--- config.mk ---
export PLATFORM = sky130hd
export DESIGN_NAME = fetch_stage_flat
export DESIGN_NICKNAME = d
export VERILOG_FILES = /design/src/rtl/fetch_stage_if.sv /design/src/rtl/fetch_stage.sv /design/src/flat_wrapper.sv
export SDC_FILE = /design/constraint.sdc
export NUM_CORES = 1
export LEC_CHECK = 0
export BUFFER_PORTS_ARGS = -buffer_cell sky130_fd_sc_hd__buf_2
export CAP_MARGIN = 20
export CORE_MARGIN = 2
export CORE_UTILIZATION = 45
export CTS_CLUSTER_DIAMETER = 60
export CTS_CLUSTER_SIZE = 8
export DETAILED_ROUTE_END_ITERATION = 8
export HOLD_SLACK_MARGIN = 0.15
export PLACE_DENSITY = 0.68
export RECOVER_POWER = 50
export SYNTH_ARGS = -nofsm -noshare
export SYNTH_HDL_FRONTEND = slang
export SYNTH_SLANG_ARGS = --single-unit
--- constraint.sdc ---
create_clock -name clk -period 9.7 [get_ports clk]
set_input_delay 1.94 -clock clk [delete_from_list [all_inputs] [get_ports clk]]
set_output_delay 1.94 -clock clk [all_outputs]
set_load 0.02 [all_outputs]
--- src/rtl/fetch_stage_if.sv ---
// Instruction-memory read port used by the fetch stage: a single outstanding
// request held with a fixed address until a one-cycle ack returns the word.
interface fetch_stage_if #(
    parameter int DATA_W = 32
);
    logic              imem_req;
    logic [31:0]       imem_addr;
    logic              imem_ack;
    logic [DATA_W-1:0] imem_rdata;

    modport master (
        output imem_req,
        output imem_addr,
        input  imem_ack,
        input  imem_rdata
    );

    modport slave (
        input  imem_req,
        input  imem_addr,
        output imem_ack,
        output imem_rdata
    );
endinterface

--- src/rtl/fetch_stage.sv ---
// IF stage: owns the PC, fetches one word at a time from instruction memory and
// presents it to the fetch/decode register, honouring stall and branch redirect.
module fetch_stage #(
    parameter logic [31:0] RESET_PC = 32'h0000_0000,
    parameter int          DATA_W   = 32
) (
    input  logic              clk,
    input  logic              reset,
    input  logic              stallF,
    input  logic              branch_taken,
    input  logic [31:0]       branch_target,
    fetch_stage_if.master     imem,
    output logic [DATA_W-1:0] inst_out,
    output logic              inst_valid,
    output logic [31:0]       inst_pc,
    output logic [31:0]       pc_plus4
);
    typedef enum logic [1:0] {FETCH, HOLD, DROP} state_t;

    state_t            state;
    logic [31:0]       pc;
    logic [31:0]       drop_addr;
    logic [DATA_W-1:0] skid;
    logic [31:0]       skid_pc;
    logic [31:0]       target;

    assign target   = {branch_target[31:2], 2'b00};
    assign pc_plus4 = inst_pc + 32'd4;

    // The request stays up in DROP so the abandoned read can complete and be discarded.
    assign imem.imem_req  = (state != HOLD);
    assign imem.imem_addr = (state == DROP) ? drop_addr : pc;

    // NOTE: every register, including the skid buffer, is cleared by the async
    // reset and updated with non-blocking assignments so all state moves together.
    always_ff @(posedge clk or posedge reset) begin
        if (reset) begin
            state      <= FETCH;
            pc         <= RESET_PC;
            drop_addr  <= RESET_PC;
            skid       <= '0;
            skid_pc    <= '0;
            inst_out   <= '0;
            inst_valid <= 1'b0;
            inst_pc    <= '0;
        end else begin
            case (state)
                FETCH: begin
                    if (branch_taken) begin
                        pc         <= target;
                        inst_valid <= 1'b0;
                        if (!imem.imem_ack) begin
                            drop_addr <= pc;
                            state     <= DROP;
                        end
                    end else if (imem.imem_ack) begin
                        if (!inst_valid || !stallF) begin
                            inst_out   <= imem.imem_rdata;
                            inst_pc    <= pc;
                            inst_valid <= 1'b1;
                        end else begin
                            skid    <= imem.imem_rdata;
                            skid_pc <= pc;
                            state   <= HOLD;
                        end
                        pc <= pc + 32'd4;
                    end else if (inst_valid && !stallF) begin
                        inst_valid <= 1'b0;
                    end
                end
                HOLD: begin
                    if (branch_taken) begin
                        pc         <= target;
                        inst_valid <= 1'b0;
                        state      <= FETCH;
                    end else if (!stallF) begin
                        inst_out   <= skid;
                        inst_pc    <= skid_pc;
                        inst_valid <= 1'b1;
                        state      <= FETCH;
                    end
                end
                DROP: begin
                    inst_valid <= 1'b0;
                    if (branch_taken) begin
                        pc <= target;
                    end
                    if (imem.imem_ack) begin
                        state <= FETCH;
                    end
                end
                default: state <= FETCH;
            endcase
        end
    end
endmodule

--- src/flat_wrapper.sv ---
// flat-port wrapper written by rule: the top's interface ports become plain ports
module fetch_stage_flat 
#(
    parameter logic [31:0] RESET_PC = 32'h0000_0000,
    parameter int          DATA_W   = 32
)
  (clk, reset, stallF, branch_taken, branch_target, inst_out, inst_valid, inst_pc, pc_plus4, imem_imem_req, imem_imem_addr, imem_imem_ack, imem_imem_rdata);
  fetch_stage_if #(.DATA_W(DATA_W)) imem_i ();
  input  logic clk;
  input  logic reset;
  input  logic stallF;
  input  logic branch_taken;
  input  logic [31:0] branch_target;
  output logic [DATA_W-1:0] inst_out;
  output logic inst_valid;
  output logic [31:0] inst_pc;
  output logic [31:0] pc_plus4;
  output wire logic [$bits(imem_i.imem_req)-1:0] imem_imem_req;
  output wire logic [$bits(imem_i.imem_addr)-1:0] imem_imem_addr;
  input wire logic [$bits(imem_i.imem_ack)-1:0] imem_imem_ack;
  input wire logic [$bits(imem_i.imem_rdata)-1:0] imem_imem_rdata;
  assign imem_imem_req = imem_i.imem_req;
  assign imem_imem_addr = imem_i.imem_addr;
  assign imem_i.imem_ack = imem_imem_ack;
  assign imem_i.imem_rdata = imem_imem_rdata;
  fetch_stage #(.RESET_PC(RESET_PC), .DATA_W(DATA_W)) u_core (.clk(clk), .reset(reset), .stallF(stallF), .branch_taken(branch_taken), .branch_target(branch_target), .imem(imem_i), .inst_out(inst_out), .inst_valid(inst_valid), .inst_pc(inst_pc), .pc_plus4(pc_plus4));
endmodule
Word-level counts from Yosys, hierarchy flattened
Index checks and enable logic that the tools add are counted.
{"block": "word_totals", "reg_bits": 195, "in_bits": 69, "out_inout_bits": 130}
{"block": "classes", "addsub": 2, "n_eq_ne": 16, "muxes": 32, "n_bitwise": 3, "n_reduce_logical": 15}
{"op": "32-bit 2-to-1 mux", "count": 14}
{"op": "32-bit case mux with 2 select lines", "count": 3}
{"op": "32-bit by 3-bit adder with 32-bit output, second input constant", "count": 2}
{"op": "2-bit 2-to-1 mux", "count": 7}
{"op": "3-bit inequality test, second input constant", "count": 4}
{"op": "2-bit inequality test, second input constant", "count": 5}
{"op": "4-bit by 3-bit inequality test with 1-bit output, second input constant", "count": 2}
{"op": "4-bit AND reduction", "count": 2}
{"op": "1-bit 2-to-1 mux", "count": 6}
{"op": "2-bit by 1-bit inequality test with 1-bit output, second input constant", "count": 3}
{"op": "2-bit case mux with 3 select lines", "count": 1}
{"op": "3-bit AND reduction", "count": 2}
{"op": "6-bit AND reduction", "count": 1}
{"op": "5-bit AND reduction", "count": 1}
{"op": "2-bit nonzero test", "count": 2}
{"op": "1-bit inverter", "count": 3}
{"op": "1-bit case mux with 3 select lines", "count": 1}
{"op": "3-bit nonzero test", "count": 1}
{"op": "2-bit by 1-bit == test with 1-bit output, second input constant", "count": 1}
{"op": "2-bit == test, second input constant", "count": 1}
{"op": "1-bit zero test", "count": 2}
{"op": "2-bit zero test", "count": 1}
{"op": "2-bit OR reduction", "count": 1}
{"op": "1-bit logical AND", "count": 1}
{"op": "1-bit logical OR", "count": 1}

Logic depth before layout (Yosys ltp)
Gate-level depths: netlist (run 1).
{"block": "logic_depth", "ltp_word": 6, "ltp_mapped": 9}

Worst setup path after synthesis (run 1)
Ideal clock, no wire load.
{"block": "synth_timing", "path_type": "register to output", "from": "register u_core.inst_pc[11]", "to": "output port pc_plus4[27]", "arrival_ns": 1.802, "required_ns": 7.760, "slack_ns": 5.958, "path_stages_with_launch": 6, "n_path_buf": 0, "path_cell_list": "dfrtp_1 -> and4_1 -> nand4_1 -> nor2_1 -> nand4_1 -> xnor2_1"}
{"block": "synth_between", "elab_chain_cells": 1}
{"item": "start: declaration", "line_no": "fetch_stage.sv:15", "text": "output logic [31:0] inst_pc,"}
{"item": "start signal: assignment", "line_no": "fetch_stage.sv:59", "text": "inst_pc <= pc;"}
{"item": "start signal: assignment", "line_no": "fetch_stage.sv:78", "text": "inst_pc <= skid_pc;"}
{"item": "32-bit by 3-bit adder with 32-bit output", "line_no": "fetch_stage.sv:28", "text": "assign pc_plus4 = inst_pc + 32'd4;"}
{"item": "end: declaration", "line_no": "flat_wrapper.sv:17", "text": "output logic [31:0] pc_plus4;"}
No other way between the ends.

==> results of run 1 <==
==> layout by cell type, fill, tap and decap left out, types with 3 or more instances in the layout <==
cell type	synthesis	layout
dfrtp_1	187	187
buf_2	22	121
mux2_2	114	114
nor2_1	96	96
a21oi_1	95	95
clkbuf_1	30	73
mux2i_1	64	64
nand2_1	38	38
o21ai_0	27	27
nand3_1	26	26
xnor2_1	22	22
clkbuf_16	0	17
nand4_1	15	15
nor3_1	13	13
and3_1	12	12
inv_1	12	11
o22ai_1	11	11
a211oi_1	6	6
xor2_1	6	6
ha_1	7	6
conb_1	1	6
o32ai_1	5	5
and4_1	5	5
buf_4	7	5
a311oi_1	4	4
clkinvlp_4	0	4
o31ai_1	2	3
a31o_2	3	3
==> where the power goes <==
group | switching (mW) | internal, mW
clock network | 0.296 | 0.377
logic | 1.03 | 0.698
registers | 0.361 | 1.15
==> sequential cells by signal (all words and copies together) (netlist names) <==
| signal | flops |
|---|---|
| u_core.skid | 32 |
| u_core.inst_pc | 30 |
| u_core.drop_addr | 30 |
| u_core.skid_pc | 30 |
| u_core.state | 2 |
| u_core.pc | 30 |
| u_core.inst_out | 32 |
| u_core.inst_valid | 1 |
==> metrics by stage <==
stage | hold WS [ns] | cell area (µm²) | total power [mW] | setup WS (ns) | std cells
finish | 0.481 | 10900 | 3.90 | 4.10 | 1308
global placement | 0.463 | 10500 | 3.24 | 5.61 | 1279
CTS | 0.488 | 11000 | 3.97 | 5.13 | 1308
floorplan | 0.450 | 9390 | 2.73 | 2.67 | 882
detailed placement | 0.474 | 10500 | 3.29 | 5.61 | 1279
global route | 0.513 | 10900 | 4.17 | 3.16 | 1308
==> logic make-up after synthesis <==
family | after synthesis
compound gates | 164
xor+xnor | 28
fa+ha+maj | 7
buf+inv | 83
flops | 187
mux | 178
other cells | 1
simple gates | 229
==> area by class of cell <==
| type | count | area [µm²] |
|---|---|---|
| fill | 1871 | 9480 |
| sequential | 187 | 4680 |
| multi-input combinational | 612 | 4350 |
| timing repair buffer | 197 | 910 |
| clock buffer | 19 | 433 |
| tap | 270 | 338 |
| clock inverter | 10 | 121 |
| inverter | 13 | 50.0 |
==> layer usage <==
layer,vias up,global-route usage,part of all wire
li1,3410,-,-
met1,3548,0.292,0.45
met2,206,0.340,0.48
met3,22,0.0387,0.048
met4,0,0.0690,0.014
met5,-,0,0
==> how the worst max path moves through the flow <==
| stage | start | end | slack, ns | depth (start not counted) |
|---|---|---|---|---|
| after global placement | u_core.state[0] | imem_imem_addr[26] | 5.61 | 5 |
| after detailed placement | u_core.inst_pc[2] | pc_plus4[28] | 5.61 | 6 |
| after CTS | u_core.inst_pc[2] | pc_plus4[28] | 5.13 | 6 |
| final | reset | u_core.drop_addr[19] | 4.10 | 3 |
| after floorplan | reset | u_core.drop_addr[10] | 2.67 | 1 |
| after global routing | reset | u_core.inst_out[21] | 3.16 | 3 |
==> cell usage after synthesis (7+ instances only) <==
| cell | number | area (µm²) |
|---|---|---|
| buf_2 | 22 | 110 |
| xnor2_1 | 22 | 193 |
| buf_4 | 7 | 52.6 |
| mux2_2 | 114 | 1280 |
| o22ai_1 | 11 | 68.8 |
| nor3_1 | 13 | 65.1 |
| nor2_1 | 96 | 360 |
| clkbuf_1 | 30 | 113 |
| o21ai_0 | 27 | 135 |
| nand2_1 | 38 | 143 |
| nand4_1 | 15 | 93.8 |
| nand3_1 | 26 | 130 |
| inv_1 | 12 | 45.0 |
| mux2i_1 | 64 | 641 |
| dfrtp_1 | 187 | 4680 |
| buf_1 | 10 | 37.5 |
| ha_1 | 7 | 87.6 |
| and3_1 | 12 | 75.1 |
| a21oi_1 | 95 | 475 |
==> worst max-delay path: stages <==
cell        delay (ns)
buf_2             0.10
clkinvlp_2        2.77
buf_4             1.08
==> summary.md, run 1 <==
| Metric | Value |
|---|---|
| Status | `complete, but fails checks` |
| Failing checks | `capacitance limit, slew limit` |
| Hold wc startpoint | `u_core.drop_addr[10]` |
| WP data required | `around 10 ns` |
| Post-synthesis xor/xnor area fraction | `0.0262` |
| Boundary Pins | `199` |
| Die width | `approximately 150 µm` |
| RR Endpoint | `u_core.skid[22]` |
| Launch point of the worst reg-to-reg path | `u_core.state[1]` |
| Final setup fails | `0` |
| Period minus WS final | `5.60 ns` |
| # port buffers | `190` |
| Leak Pwr | `4.55 nW` |
| Worst reg-to-reg setup slack | `about 5 ns` |
| CTS tree | `yes` |
| Synth Area in Simple Gates | `0.120` |
| CTS Sinks | `~190` |
| Total grt overflow | `0` |
| Slew HR | `-2.39` |
| Final Hold Fails | `0` |
| Adder-cell area share of the yosys netlist | `0.00935` |
| CTS H-tree depth | `4` |
| Achievable Freq | `179 MHz` |
| Setup_tns | `0 ns` |
| WL per Instance | `approximately 17 µm` |
| Antenna Nets Post-Route | `0` |
| Synth Instances | `roughly 900` |
| CTS buffer count | `17` |
| Initial drt markers | `around 460` |
| Post-Route WL | `~23,000 µm` |
| Ys async rst share | `1.00` |
| Root Driver | `clkbuf_16` |
| Hold Buf Count CTS | `0` |
| Pwr per Cell Area | `359 nW/µm²` |
| Clk pin slew, worst setup/hold paths | `0.06 ns` |
| Largest net degree at the start of global routing | `115` |
| Register area share after synthesis | `0.499` |
| All-layer global routing usage | `0.212` |
| Fraction of layout instances using a drive strength above 1 | `0.274` |
| Nets@finish | `1,104` |
| Post-DP HPWL | `15,500 µm` |
| Distinct cells, synth | `51` |
| Mapped cell area | `9370 µm²` |
| Cell Rows | `52` |
| Syn-to-layout area delta | `16.1%` |
| Core area | `~20,000 µm²` |
| Final Skew | `0.00798 ns` |
| Hold Path End | `u_core.drop_addr[10]` |
| Synth Area in Compound Gates | `0.101` |
| Clock Tree Buf Depth | `2` |
| Main synth FF type | `dfrtp_1` |
| Final Max Tran Viols | `between 200 and 300` |
| Worst setup SP type | `primary input` |
| Period utilization | `0.577` |
| Die H | `148 µm` |
| R2R cell count | `6` |
| Post-cts resize count | `0` |
| Max rail drop VDD | `0.000237 V` |
| CP arrival | `6.02 ns` |
| CP Capture Type | `asynchronous set/reset pin` |
| Setup bufs post-CTS | `0` |
| Kind of path behind the tightest hold check | `register to register` |
| Util after Layout | `0.534` |
| Latest clock arrival within the worst-skew pair | `0.42 ns` |
| DRT Pass-1 Iters | `5` |
| Gpl congestion | `0.879` |
| Tightest Pin Transition | `5.06 ns` |
| Synthesized flop and latch total | `~190` |
| RSZ-0062 raised after global routing | `no` |
| Initial Utilization | `0.460` |
| Mux cell area share after synthesis | `0.205` |
| EDFF count, synth | `0` |
| Worst Setup Path Type | `primary input to asynchronous set/reset pin` |
| Largest family of logic cells by synthesized area | `multiplexers` |
| Die area | `22,000 µm²` |
| Via Count | `7,186` |
| DR vias/cell | `around 5.5` |
| First-pass GRT wire length | `36,900 µm` |
| Yosys warnings | `0` |
| Ant. Diodes | `0` |
| Max cap viols | `5` |
| Initial antenna violation count | `0` |
| Worst Hold Depth | `2` |
| Vias in the first global route | `6,744` |
| Mean Syn Cell Area | `10.7 µm²` |
| DRC Markers | `0` |
| Critical Path Fanout Max | `114` |
Note: power is estimated with default switching activity, not from simulation.
==> inputs of run 2 (changes only) <==
Settings changed: PLACE_DENSITY 0.68 to 0.7.
Clock period 9.7 ns to 4.8 ns, I/O delays scaled along.
==> run 2 against run 1 <==
Compared with the run above:
- the run still ends with capacitance limit, slew limit left
- global-route usage down 0.25 points
- design area up 1.5%
- sequential share of layout area down 0.62 points
- clock-buffer cell count down 1
- non-clock buffer count up 3
- critical path depth up 3
- sequential power up 100%
- sequential cell count unchanged
- routed wire length down 1.1%
- die area unchanged
- final cell count up 0.46%
- critical path type is now register to output port
- critical endpoint is now pc_plus4[20]
- largest cell class unchanged
- highest routed layer unchanged
==> summary.md, run 2 (synthesized netlist as in run 1, its figures left out) <==
| Metric | Value |
|---|---|
| Status | `complete, but fails checks (unchanged)` |
| Worst setup SP type | `register (was primary input)` |
| Slew HR | `-0.411 (was -2.39)` |
| CTS H-tree depth | `4 (unchanged)` |
| Initial drt markers | `396 (was 455)` |
| Tightest Pin Transition | `2.12 ns (was 5.06 ns)` |
| Switching power | `3.46 mW (was 1.68 mW)` |
| Hold Buf Count CTS | `0 (unchanged)` |
| Failing checks | `capacitance limit, slew limit (unchanged)` |
| Util after Layout | `0.542 (was 0.534)` |
| Via Count | `7,180 (was 7,186)` |
| Placed instance area | `10,500 µm² (about the same)` |
| WL per Instance | `17.2 µm (was 17.5 µm)` |
| Combinational power share | `0.434 (was 0.442)` |
| Max cap viols | `1 (was 5)` |
| Reg power frac | `0.378 (was 0.386)` |
| Total grt overflow | `0 (unchanged)` |
| Final Hold Fails | `0 (unchanged)` |
| CP Buf/Inv Count | `1 (was 3)` |
| Antenna Nets Post-Route | `0 (unchanged)` |
| Final Skew | `0.0121 ns (was 0.00798 ns)` |
| Ant. Diodes | `0 (unchanged)` |
| Period utilization | `0.754` |
| CTS tree | `yes (unchanged)` |
| All-layer global routing usage | `0.209 (was 0.212)` |
| DR vias/cell | `5.46 (was 5.49)` |
| Worst Setup Path Type | `register to output port (was primary input to asynchronous set/reset pin)` |
| Boundary Pins | `199 (unchanged)` |
| CP arrival | `2.66 ns (was 6.02 ns)` |
| WP data required | `3.84 ns (was 10.12 ns)` |
| Commonest non-fill, non-tap cells in the layout | `dfrtp_1 (187), buf_2 (131), mux2_2 (114), a21oi_1 (95), nor2_1 (95) (was dfrtp_1 (187), buf_2 (121), mux2_2 (114), nor2_1 (96), a21oi_1 (95))` |
| Clk pin slew, worst setup/hold paths | `0.07 ns (was 0.06 ns)` |
| Crit path max-delay family | `simple AND/OR/NAND/NOR gates (was buffers and inverters)` |
| Internal | `4.59 mW (was 2.22 mW)` |
| Die H | `148 µm (unchanged)` |
| Setup bufs post-CTS | `0 (unchanged)` |
| WHS | `0.468 ns (was 0.481 ns)` |
| Clock power frac | `0.187 (was 0.172)` |
| CTS buffer count | `17 (unchanged)` |
| Post-Route WL | `22,600 µm (was 22,900 µm)` |
| Vias in the first global route | `6,799 (was 6,744)` |
| Initial Utilization | `0.460 (unchanged)` |
| Pwr per Cell Area | `729 nW/µm² (was 359 nW/µm²)` |
| Design area | `11,000 µm² (was 10,900 µm²)` |
| Initial antenna violation count | `0 (unchanged)` |
| CP cell instances | `ha_1 -> nand3_1 -> nor2_1 -> nand4_1 -> xnor2_1 -> buf_2 (was buf_2 -> clkinvlp_2 -> buf_4)` |
| Latest clock arrival within the worst-skew pair | `0.42 ns (about the same)` |
| Largest registers | `u_core.inst_out: 32 flops, u_core.skid: 32 flops (unchanged)` |
| Clock Tree Buf Depth | `2 (unchanged)` |
| First-pass GRT wire length | `36,500 µm (was 36,900 µm)` |
| Post-cts resize count | `0 (unchanged)` |
| Nets@finish | `1,107 (was 1,104)` |
| Post-DP HPWL | `15,600 µm (was 15,500 µm)` |
| Worst Setup SP | `u_core.inst_pc[2] (was reset)` |
| Setup_tns | `0 ns (unchanged)` |
| Period minus WS final | `3.62 ns` |
| Achievable Freq | `276 MHz` |
| Slowest stage cell, crit path | `nor2_1 (was clkinvlp_2)` |
| Critical Path Fanout Max | `7 (was 114)` |
| Final Max Tran Viols | `38 (was 256)` |
| Kind of path behind the tightest hold check | `primary input to asynchronous set/reset pin (was register to register)` |
| # port buffers | `190 (unchanged)` |
| Gpl congestion | `0.887 (was 0.879)` |
| Cell Rows | `52 (unchanged)` |
| DRC Markers | `0 (unchanged)` |
| Launch point of the worst reg-to-reg path | `u_core.state[1] (unchanged)` |
| Leak Pwr | `4.66 nW (was 4.55 nW)` |
| CTS Sinks | `187 (unchanged)` |
| Worst path max stage delay | `0.61 ns (was 2.77 ns)` |
| RSZ-0062 raised after global routing | `no (unchanged)` |
| Die area | `22,000 µm² (unchanged)` |
| CP Capture Type | `output port (was asynchronous set/reset pin)` |
| Switching Fraction | `0.430 (was 0.431)` |
| Final setup fails | `0 (unchanged)` |
| Max rail drop VDD | `0.000453 V (was 0.000237 V)` |
| DRT Pass-1 Iters | `5 (unchanged)` |
| Root Driver | `clkbuf_16 (unchanged)` |
| Core area | `20,400 µm² (unchanged)` |
| Die width | `148 µm (unchanged)` |
| Fraction of layout instances using a drive strength above 1 | `0.293 (was 0.274)` |
| Largest net degree at the start of global routing | `77 (was 115)` |
| Syn-to-layout area delta | `17.8% (was 16.1%)` |
| Leading cell type in the layout, fill and taps excluded | `dfrtp_1 (unchanged)` |
## run 2: stage by stage
step	worst slack (ns)	total power [mW]	instances
detailed placement	1.65	6.65	1281
global route	0.991	8.60	1314
global placement	1.74	6.55	1281
finish	1.18	8.05	1314
floorplan	1.43	5.51	882
CTS	1.16	8.19	1313
## run 2: final timing paths
path / cells after the start / endpoint / slack, ns
min in group clk: 2 / u_core.drop_addr[4] / 0.48
max reg2reg: 7 / u_core.inst_pc[19] / 1.65
min: 2 / u_core.inst_out[29] / 0.47
min reg2reg: 2 / u_core.drop_addr[4] / 0.48
max: 6 / pc_plus4[20] / 1.18
max in group asynchronous: 4 / u_core.pc[22] / 2.05
## run 2: final cells by class
class                      count  area (µm²)
tap                          270         338
clock inverter                14         198
timing repair buffer         200         973
fill                        1878        9320
clock buffer                  18         439
inverter                      13        50.0
multi-input combinational    612        4370
sequential                   187        4680
## run 2: worst register-to-register path, stage by stage (launching register included)
cell     delay, ns
dfrtp_1       0.43
inv_1         0.12
ha_1          0.79
a32oi_1       0.22
nor2_4        0.74
buf_4         0.54
nor2_1        0.12
a21oi_1       0.12
## run 2: power by group through the flow
| stage | Combinational [mW] | Clock, mW | Sequential, mW |
|---|---|---|---|
| global placement | 3.53 | 0 | 3.02 |
| finish | 3.50 | 1.51 | 3.04 |
| floorplan | 2.43 | 0 | 3.09 |
| CTS | 3.60 | 1.55 | 3.03 |
| detailed placement | 3.58 | 0 | 3.06 |
| global route | 3.82 | 1.62 | 3.16 |
## run 2: layer usage
| layer | global-route usage | wire length (µm) | share of wire |
|---|---|---|---|
| met1 | 0.290 | 10200 | 0.45 |
| met2 | 0.334 | 10800 | 0.48 |
| met3 | 0.0316 | 1020 | 0.045 |
| met4 | 0.0795 | 565 | 0.025 |
| met5 | 0 | 0 | 0 |
==> inputs of run 3 (changes only) <==
Clock period 4.8 ns to 3.3 ns, I/O delays scaled along.
==> run 3 against run 2 <==
Compared with the run above:
- the run still ends with capacitance limit, slew limit left
- non-clock buffer count increased by 12
- hold slack worse by 0.0084 ns
- routed wire length rose by 0.54%
- setup slack got worse by 0.86 ns
- combinational power rose by 49%
- die area did not move
- clock power is 36% higher
- sequential cell count unchanged
- sequential share of layout area is 0.29 points lower
- critical endpoint is now pc_plus4[24]
- highest routed layer unchanged
==> summary.md, run 3 (synthesized netlist as in run 1, its figures left out) <==
| Metric | Value |
|---|---|
| DP Cell Count | `1,294 (was 1,281)` |
| CP arrival | `2.32 ns (was 2.66 ns)` |
| Die width | `148 µm (unchanged)` |
| Cell Rows | `52 (unchanged)` |
| Total grt overflow | `0 (unchanged)` |
| CP Buf/Inv Count | `1 (unchanged)` |
| Clk pin slew, worst setup/hold paths | `0.07 ns (about the same)` |
| CP cell instances | `ha_1 -> nand3_1 -> nor2_2 -> nand4_1 -> xnor2_1 -> buf_2 (was ha_1 -> nand3_1 -> nor2_1 -> nand4_1 -> xnor2_1 -> buf_2)` |
| Clock Tree Buf Depth | `2 (unchanged)` |
| Latest clock arrival within the worst-skew pair | `0.43 ns (was 0.42 ns)` |
| Setup bufs post-CTS | `0 (unchanged)` |
| Leak Pwr | `4.69 nW (was 4.66 nW)` |
| WL per Instance | `17.2 µm (about the same)` |
| Setup_tns | `0 ns (unchanged)` |
| Ant. Diodes | `0 (unchanged)` |
| Final Hold Fails | `0 (unchanged)` |
| Kind of path behind the tightest hold check | `primary input to register (was primary input to asynchronous set/reset pin)` |
| Post-DP HPWL | `16,200 µm (was 15,600 µm)` |
| Commonest non-fill, non-tap cells in the layout | `dfrtp_1 (187), buf_2 (128), mux2_2 (114), a21oi_1 (95), nor2_1 (94) (was dfrtp_1 (187), buf_2 (131), mux2_2 (114), a21oi_1 (95), nor2_1 (95))` |
| CTS Sinks | `187 (unchanged)` |
| Final Skew | `0.0102 ns (was 0.0121 ns)` |
| Util after Layout | `0.546 (was 0.542)` |
| Failing checks | `capacitance limit, slew limit (unchanged)` |
| Largest net degree at the start of global routing | `63 (was 77)` |
| Gpl congestion | `0.887 (about the same)` |
| Nets@finish | `1,119 (was 1,107)` |
| Period utilization | `0.902` |
| WP data required | `2.64 ns (was 3.84 ns)` |
| Achievable Freq | `336 MHz` |
| Syn-to-layout area delta | `18.6% (was 17.8%)` |
| Vias in the first global route | `6,982 (was 6,799)` |
| Status | `complete, but fails checks (unchanged)` |
| Max cap viols | `1 (unchanged)` |
| Worst setup SP type | `register (unchanged)` |
| Largest registers | `u_core.inst_out: 32 flops, u_core.skid: 32 flops (unchanged)` |
| DRC Markers | `0 (unchanged)` |
| Period minus WS final | `between 2 and 3 ns` |
| Via Count | `7,183 (was 7,180)` |
| Tightest Pin Transition | `1.66 ns (was 2.12 ns)` |
| WP depth | `6 (unchanged)` |
| Crit path max-delay family | `simple AND/OR/NAND/NOR gates (unchanged)` |
| Fraction of layout instances using a drive strength above 1 | `0.294 (was 0.293)` |
| Slowest stage cell, crit path | `dfrtp_1 (was nor2_1)` |
| Layout Cells excl Fill | `1,326 (was 1,314)` |
| CP Capture Type | `output port (unchanged)` |
| DRT Pass-1 Iters | `5 (unchanged)` |
| Antenna Nets Post-Route | `0 (unchanged)` |
| Max rail drop VDD | `0.000760 V (was 0.000453 V)` |
| Core area | `20,400 µm² (unchanged)` |
| RSZ-0062 raised after global routing | `no (unchanged)` |
| All-layer global routing usage | `0.210 (was 0.209)` |
| Worst path max stage delay | `0.47 ns (was 0.61 ns)` |
| Root Driver | `clkbuf_16 (unchanged)` |
| CTS H-tree depth | `4 (unchanged)` |
| Post-cts resize count | `0 (unchanged)` |
| Initial antenna violation count | `0 (unchanged)` |
| Die area | `22,000 µm² (unchanged)` |
| Hold Buf Count CTS | `0 (unchanged)` |
| Worst Setup Path Type | `register to output port (unchanged)` |
| Boundary Pins | `199 (unchanged)` |
| First-pass GRT wire length | `36,600 µm (was 36,500 µm)` |
| # port buffers | `190 (unchanged)` |
| Final setup fails | `0 (unchanged)` |
| Die H | `148 µm (unchanged)` |
| Leading cell type in the layout, fill and taps excluded | `dfrtp_1 (unchanged)` |
| Pwr per Cell Area | `1050 nW/µm² (was 729 nW/µm²)` |
| Critical Path Fanout Max | `7 (unchanged)` |
| Post-Route WL | `22,700 µm (was 22,600 µm)` |
| Worst Hold Depth | `3` |
| Initial Utilization | `0.460 (unchanged)` |
| CTS buffer count | `17 (unchanged)` |
| Final Max Tran Viols | `39 (was 38)` |
| DR vias/cell | `5.42 (was 5.46)` |
| Initial drt markers | `357 (was 396)` |
| CTS tree | `yes (unchanged)` |
| Slew HR | `-0.115 (was -0.411)` |
| R2R cell count | `7 (unchanged)` |
run 3: report_power, final:
part / internal (mW) / switching [mW]
clock: 1.10 / 0.957
combinational: 2.12 / 3.09
sequential: 3.36 / 1.02
run 3: path summary, 6_finish.rpt:
| path | end | startpoint | slack (ns) |
|---|---|---|---|
| max | pc_plus4[24] | u_core.inst_pc[2] | 0.32 |
| min reg2reg | u_core.drop_addr[4] | u_core.drop_addr[4] | 0.48 |
| max in group asynchronous | u_core.pc[13] | reset | 0.63 |
| min in group asynchronous | u_core.inst_out[29] | reset | 0.62 |
| min | u_core.pc[2] | branch_target[2] | 0.46 |
| max reg2reg | u_core.pc[11] | u_core.state[0] | 0.66 |
run 3: metrics by stage:
| step | power [mW] | area, µm² | hold slack [ns] | setup WS, ns |
|---|---|---|---|---|
| after floorplan | 8.02 | 9390 | 0.450 | 0.234 |
| final | 11.6 | 11100 | 0.460 | 0.322 |
| after detailed placement | 9.76 | 10700 | 0.472 | 0.617 |
| after global placement | 9.62 | 10700 | 0.463 | 0.639 |
| after CTS | 11.9 | 11300 | 0.442 | 0.143 |
| after global routing | 12.4 | 11100 | 0.454 | 0.146 |
run 3: area by class of cell:
| class | instances | area, µm² |
|---|---|---|
| Clock buffer | 18 | 439 |
| Clock inverter | 14 | 155 |
| Fill cell | 1841 | 9250 |
| Inverter | 13 | 50.0 |
| Multi-Input combinational cell | 612 | 4380 |
| Sequential cell | 187 | 4680 |
| Tap cell | 270 | 338 |
| Timing Repair Buffer | 212 | 1080 |
run 3: tightest hold or removal path: stages:
cell and delay (ns):
buf_2 0.08, nand3_1 0.05, nand2_1 0.06
run 3: routing by layer:
metal | part of all wire | vias to the layer above | GRT usage
met5 | 0 | - | 0
met4 | 0.023 | 0 | 0.0790
met3 | 0.048 | 33 | 0.0359
met2 | 0.47 | 216 | 0.336
met1 | 0.46 | 3479 | 0.289
li1 | - | 3455 | -
